--- src/rtl/tt_pkg.sv ---
// Shared definitions for the truth-table sequencer: FSM state encoding,
// settle-counter width and a latency helper for benches.
package tt_pkg;

  typedef enum logic [1:0] {
    IDLE   = 2'd0,
    APPLY  = 2'd1,
    SAMPLE = 2'd2,
    DONE   = 2'd3
  } tt_state_t;

  localparam int HOLD_W = 8;

  // Cycles from the accepting edge to the done pulse for n inputs, h hold cycles.
  function automatic int TT_LATENCY(input int n, input int h);
    return (1 << n) * (h + 1) + 1;
  endfunction

endpackage

--- src/rtl/tt_hold_counter.sv ---
// Settle counter: counts cycles a vector has been applied and flags the
// cycle in which the hold time is complete (count == HOLD_CYCLES-1).
module tt_hold_counter
  import tt_pkg::*;
#(
  parameter int HOLD_CYCLES = 2
) (
  input  logic clk,
  input  logic rst,
  input  logic clr,
  input  logic en,
  output logic term
);

  logic [HOLD_W-1:0] count;

  // Clear has priority over enable so a new vector always starts from zero.
  always_ff @(posedge clk) begin
    if (rst || clr) begin
      count <= '0;
    end else if (en) begin
      count <= count + HOLD_W'(1);
    end
  end

  assign term = (count == HOLD_W'(HOLD_CYCLES - 1));

endmodule

--- src/rtl/truth_table_sequencer.sv ---
// Truth-table sequencer: walks f_in through 0..2^N_IN-1, holds each vector
// HOLD_CYCLES cycles, samples f_y into table_out[f_in] and pulses done.
// Optional build macro TT_COMPARE_EN enables the EXPECTED table compare
// driving mismatch; without it mismatch is constant 0.
module truth_table_sequencer
  import tt_pkg::*;
#(
  parameter int                    N_IN        = 3,
  parameter int                    HOLD_CYCLES = 2,
  parameter logic [(1<<N_IN)-1:0]  EXPECTED    = '0
) (
  input  logic                   clk,
  input  logic                   rst,
  input  logic                   start,
  input  logic                   f_y,
  output logic [N_IN-1:0]        f_in,
  output logic                   busy,
  output logic                   done,
  output logic [(1<<N_IN)-1:0]   table_out,
  output logic                   table_valid,
  output logic                   mismatch
);

  tt_state_t state, state_nxt;
  logic      cnt_clr;
  logic      cnt_en;
  logic      cnt_term;
  logic      last_vec;
  logic      accept;

  assign accept   = (state == IDLE) && start;
  assign last_vec = (f_in == {N_IN{1'b1}});

  tt_hold_counter #(
    .HOLD_CYCLES (HOLD_CYCLES)
  ) u_hold (
    .clk  (clk),
    .rst  (rst),
    .clr  (cnt_clr),
    .en   (cnt_en),
    .term (cnt_term)
  );

  // State register.
  always_ff @(posedge clk) begin
    if (rst) begin
      state <= IDLE;
    end else begin
      state <= state_nxt;
    end
  end

  // Next-state and settle-counter control.
  always_comb begin
    state_nxt = state;
    cnt_clr   = 1'b0;
    cnt_en    = 1'b0;
    case (state)
      IDLE: begin
        if (start) begin
          state_nxt = APPLY;
          cnt_clr   = 1'b1;
        end
      end
      APPLY: begin
        cnt_en = 1'b1;
        if (cnt_term) begin
          state_nxt = SAMPLE;
        end
      end
      SAMPLE: begin
        cnt_clr   = 1'b1;
        state_nxt = last_vec ? DONE : APPLY;
      end
      DONE: begin
        state_nxt = IDLE;
      end
      default: begin
        state_nxt = IDLE;
      end
    endcase
  end

  // Vector, table and status registers; done is a one-cycle pulse.
  always_ff @(posedge clk) begin
    if (rst) begin
      f_in        <= '0;
      busy        <= 1'b0;
      done        <= 1'b0;
      table_out   <= '0;
      table_valid <= 1'b0;
    end else begin
      done <= 1'b0;
      case (state)
        IDLE: begin
          if (start) begin
            f_in        <= '0;
            table_out   <= '0;
            table_valid <= 1'b0;
            busy        <= 1'b1;
          end
        end
        SAMPLE: begin
          table_out[f_in] <= f_y;
          // The last vector stays put so f_in never wraps inside a sweep.
          if (!last_vec) begin
            f_in <= f_in + N_IN'(1);
          end
        end
        DONE: begin
          done        <= 1'b1;
          table_valid <= 1'b1;
          busy        <= 1'b0;
          f_in        <= '0;
        end
        default: begin
        end
      endcase
    end
  end

`ifdef TT_COMPARE_EN
  logic mismatch_q;

  // Compare runs in DONE, after the last sample has landed in table_out.
  always_ff @(posedge clk) begin
    if (rst || accept) begin
      mismatch_q <= 1'b0;
    end else if (state == DONE) begin
      mismatch_q <= (table_out != EXPECTED);
    end
  end

  assign mismatch = mismatch_q;
`else
  // Constant 0; the reduction keeps EXPECTED referenced in this build.
  assign mismatch = &{1'b0, EXPECTED};
`endif

endmodule

--- config.mk ---
export PLATFORM = sky130hd
export DESIGN_NAME = truth_table_sequencer
export DESIGN_NICKNAME = d
export VERILOG_FILES = /design/src/rtl/tt_pkg.sv /design/src/rtl/tt_hold_counter.sv /design/src/rtl/truth_table_sequencer.sv
export SDC_FILE = /design/constraint.sdc
export NUM_CORES = 1
export LEC_CHECK = 0
export ABC_AREA = 1
export CORE_UTILIZATION = 40
export CTS_BUF_LIST = sky130_fd_sc_hd__clkbuf_8
export DETAILED_ROUTE_END_ITERATION = 10
export PLACE_DENSITY_LB_ADDON = 0.12
export RECOVER_POWER = 100
export SETUP_SLACK_MARGIN = 0.05
export SLEW_MARGIN = 20
export SYNTH_ARGS = -nofsm -noshare
export SYNTH_HDL_FRONTEND = slang
export SYNTH_HIERARCHICAL = 1
export SYNTH_SLANG_ARGS = --single-unit
--- constraint.sdc ---
create_clock -name clk -period 1.4 [get_ports clk]
set_input_delay 0.14 -clock clk [delete_from_list [all_inputs] [get_ports clk]]
set_output_delay 0.14 -clock clk [all_outputs]
set_load 0.02 [all_outputs]
# --- Word-level counts from Yosys, hierarchy flattened ---
# Index checks and enable logic that the tools add are counted.
totals:
  ff_bits: 24
  in_bits: 4
  output_inout_bits: 15
  elab_cells: 49
op_classes:
  addsub: 2
  n_lt_le_gt_ge: 2
  n_eq_ne: 8
  mux: 20
  n_reduce_logical: 10
ops:
  columns: ["op", "count"]
  rows:
  - ["case mux 8 bit (2 select lines)", 1]
  - ["case mux 3 bit (3 select lines)", 1]
  - ["adder 8 x 1 -> 8 bit (second input constant)", 1]
  - ["bitwise mux 8 bit", 1]
  - ["== test 8 x 1 -> 1 bit (second input constant)", 1]
  - ["two-way mux 8 bit", 1]
  - ["case mux 2 bit (4 select lines)", 1]
  - ["two-way mux 1 bit", 6]
  - ["two-way mux 2 bit", 3]
  - ["two-way mux 3 bit", 2]
  - ["!= test 2 bit (second input constant)", 3]
  - ["case mux 1 bit (2 select lines)", 3]
  - ["AND reduction 2 bit", 3]
  - ["== test 2 bit (second input constant)", 2]
  - ["less-than comparator 3 x 4 -> 1 bit (second input constant)", 1]
  - ["nonzero test 2 bit", 2]
  - ["adder 3 x 1 -> 3 bit (second input constant)", 1]
  - ["demux 1 bit (select 3 bit)", 1]
  - ["== test 3 bit (second input constant)", 1]
  - ["greater-or-equal comparator 3 x 1 -> 1 bit (second input constant)", 1]
  - ["AND reduction 3 bit", 1]
  - ["nonzero test 3 bit", 1]
  - ["== test 2 x 1 -> 1 bit (second input constant)", 1]
  - ["logical NOT 2 bit", 1]
  - ["2 further kinds", 2]

# --- Longest topological paths before layout ---
# Gate-level depths: netlist (run 1).
depth:
  depth_word: 6
  mapped_depth: 8
  depth_no_buf: 8

# --- Modules after synthesis ---
# Netlist (run 1), hierarchy kept.
modules_own_cells:
  columns: ["mod", "instances", "cells_per_inst", "area_each_um2", "seq_area_each_um2"]
  rows:
  - ["truth_table_sequencer", 1, 120, 782.0, 320.3]
  - ["tt_hold_counter", 1, 55, 389.1, 160.2]

# --- Worst setup path before layout (run 1) ---
# Ideal clock, no wire load.
synth_timing:
  path_kind: "reg2reg"
  from: "register f_in[1]"
  to: "register f_in[1]"
  setup_time_ns: 0.113
  t_arrival_ns: 1.181
  required_time_ns: 1.287
  path_slack_ns: 0.106
  path_stages_with_launch: 8
  path_buffers: 0
  period_less_slack_ns: 1.294
  path_cell_list: "dfxtp_1 > ha_1 > ha_1 > nand3_1 > nand3_2 > nand2_1 > nand2_1 > nor2_1"
synth_between:
  elab_chain_cells: 3
  word_cells_on_any_way: 6
  classes_between: "1 x add/sub; 2 x eq/ne; 2 x mux; 1 x reduce/logical"
synth_lines:
  columns: ["element", "line", "rtl"]
  rows:
  - ["start: declaration", "truth_table_sequencer.sv:16", "output logic [N_IN-1:0] f_in,"]
  - ["start signal: assignment", "truth_table_sequencer.sv:107", "f_in <= f_in + N_IN'(1);"]
  - ["adder 3 x 1 -> 3 bit or == test 3 bit (tied branches)", "truth_table_sequencer.sv:107, truth_table_sequencer.sv:32", null]
  - ["two-way mux 3 bit or != test 2 bit (tied branches)", null, null]
  - ["case mux 3 bit (3 select lines) or AND reduction 3 bit (tied branches)", null, null]
# Several ways; a longest one is shown, not always the timed one. The select of a mux whose other input is x is not followed.
# A chain may end at the register's enable or synchronous reset.

# --- Final worst setup path (run 1) ---
# Ends and elaborated chain as after synthesis.

==> results.toml, run 1 <==
[place]
dp.final_hpwl_microns = 1706
dp_cells = 223
routabilityCongestion = 0.7643
numPortBuffers = 17
pre_cts_slack_ns = -0.06829

[timing]
setup_viol = 0
maxSlewViolCount = 0
fin_skew_ns = 0.001627
rsz0062_at_grt = "no"
fin_crit_ns = 1.304
whs_ns = 0.4829
worst_slack_ns = 0.09618
final.period_utilization_pct = 93.13
hold_viol = 0
clock.fmax_mhz = 767.0

[layout]
n_antenna_cell = 0
num-fill-cells = 290
layout_commonest_cell = "nand2_1"
drive_gt1_share_pct = 9.231
final_cell_mix = "nand2_1, nor2_1, inv_1, dfxtp_1, o21ai_0"
instances_no_fill = 226
area_growth_pct = 17.09
postLayoutCoreUtil_pct = 49.73
nNetsFinal = 205

[global_routing]
grt.total_usage_pct = 15.97
overflow = 0
grt_pass1_vias = 959
grt_max_degree = 14
antenna_found_initial = 0
grt_pass1_wl_microns = 3981

[floorplan]
start_util_pct = 42.47
num_io_pins = 19
fp-row-count = 19
die-area_sq_um = 3148
die_x_microns = 56.11
die_h_microns = 56.11
core_sq_um = 2758

[setup_path]
rr_startpoint = "f_in[1]"
cp.depth = 7
crit_required_ns = 1.57
path_cells = "ha_1 -> ha_1 -> nand3_2 -> nand3_2 -> nand2_1 -> nand2_1 -> nor2_1"
worst-path-buf-inv = 0
end_kind = "register"
start_kind = "register"
setup.worst_path.start = "f_in[1]"
critical_path_class = "reg -> reg"
crit_fanout = 6
worst_ep_arrival_time_ns = 1.47
max_stage_delay_ns = 0.43
r2r_setup_slack_ns = 0.1
r2r_cells = 7
crit_end = "f_in[1]"
slowest_stage = "dfxtp_1"
reg2reg_to = "f_in[1]"
critPathTopFamily = "flip-flops"

[route]
routed_wl_microns = 2382
ant_nets = 0
num_vias = 1070
wire_per_inst_microns = 10.54
avgViaCountPerCell = 4.735
drtPass1Iterations = 4
drc = 0
drtIter0Drc = 27

[cts]
root_buffer = "clkbuf_8"
clk_pin_slew_ns = 0.08
cts_buffer_depth = 2
cts_tree = "done"
cts_sinks = 24
cts_inserted_buffers = 3
ctsHoldBuffers = 0
h-tree-depth = 1
clock_latency_ns = 0.26
cts_setup_buffers = 0

[synth]
synthCells = 175
yosysWarnings = 6
synth_seq_cells = 24
synth_nets = 183
synth_cell_types = 21
yosysSeqAreaShare_pct = 41.03
syn_area_sq_um = 1171
syn_avg_cell_area_sq_um = 6.692

[status]
outcome = "finished, final reports clean"

[pwr]
leakage_uw = 0.0005917
power.total_uw = 1445
ir_drop_v = 0.0006137
powerDensity_nw_per_um2 = 1054

[flow_run]
maxCapViolCount = 0

[min_path]
hp-class = "reg -> reg"
==> cell usage after synthesis (all sizes together) <==
cell	instances	area, sq um
a31o	1	8.760
conb	1	3.750
nor2	36	150.2
nand4	1	6.260
nor4	1	6.260
or2	1	6.260
clkbuf	1	3.750
ha	4	50.05
nand2	48	185.2
nand3	7	40.04
and2	5	31.28
a21oi	10	50.05
buf	1	7.510
inv	23	86.33
o21ai	11	55.05
dfxtp	24	480.5
==> stage by stage <==
step / cell area (sq um) / TNS (ns)
3_3_place_gp: 1384 / -0.005083
4_1_cts: 1425 / 0
6_report: 1371 / 0
2_1_floorplan: 1171 / 0
3_5_place_dp: 1384 / -0.1418
5_1_grt: 1371 / 0
==> area by class of cell <==
cell class                      instances  area (sq um)  area share [%]
Clock buffer                            3         41.29           3.011
Inverter                               23         86.33           6.296
Multi-Input combinational cell        126         595.6           43.43
Sequential cell                        24         485.5           35.40
Tap cell                               31         38.79           2.828
Timing Repair Buffer                   19         123.9           9.033
==> power by group <==
| group | total [uW] | leakage [uW] | switching [uW] | internal, uW |
|---|---|---|---|---|
| Sequential | 757 | 0.000196 | 40.1 | 717 |
| Combinational | 284 | 0.000374 | 183 | 101 |
| Clock | 404 | 0.0000216 | 211 | 192 |
==> timing repair <==
item | in CTS | in global routing
pin swaps | 0 | 1
endpoints found under the setup margin | 7 | 17
cloned | 0 | 0
gates resized for setup | 5 | 17
==> kinds of logic (layout without fill, tap and decap cells) <==
group / Yosys count / after routing / synth area share, %
adders and majority gates: 4 / 4 / 4.274
and+or+nand+nor: 99 / 99 / 36.33
DFF: 24 / 24 / 41.03
other: 1 / 1 / 0.3202
buffers and inverters: 25 / 45 / 8.333
AOI/OAI and AO/OA: 22 / 22 / 9.722
==> state kept, by name (all words and copies together), names as in the netlist <==
name and count:
state 2, f_in 3, done 1, table_valid 1, u_hold/count 8, busy 1, table_out 8
==> worst reg2reg max path, cell delays in order, from the launching register on <==
cell and delay [ns]:
dfxtp_1 0.43, ha_1 0.19, ha_1 0.17, nand3_2 0.11, nand3_2 0.13, nand2_1 0.06, nand2_1 0.06, nor2_1 0.05
==> metal layers <==
layer | GRT usage [%] | vias to the layer above | share of wire [%]
li1 | - | 579 | -
met2 | 23.47 | 17 | 41
met4 | 7.317 | 0 | 1.6
met5 | 0 | - | 0
met1 | 22.45 | 469 | 54
met3 | 3.256 | 5 | 3.4
==> worst min path at each step <==
stage | startpoint | end | cells after the start
after floorplan | rst | busy | 1
after global placement | busy | busy | 2
after detailed placement | busy | busy | 2
after CTS | busy | busy | 2
after global routing | u_hold/count[0] | u_hold/count[0] | 1
final | u_hold/count[0] | u_hold/count[0] | 1
No activity file was read; power rests on OpenSTA's default activity.
==> run 2, diff against run 1 <==
--- a/config.mk
+++ b/config.mk
@@ -6,6 +6,7 @@
 export NUM_CORES = 1
 export LEC_CHECK = 0
 export ABC_AREA = 1
+export CORE_MARGIN = 1
 export CORE_UTILIZATION = 40
 export CTS_BUF_LIST = sky130_fd_sc_hd__clkbuf_8
 export DETAILED_ROUTE_END_ITERATION = 10
==> results of run 2 <==
Final layout, timing and power as in run 1 (identical DEF).
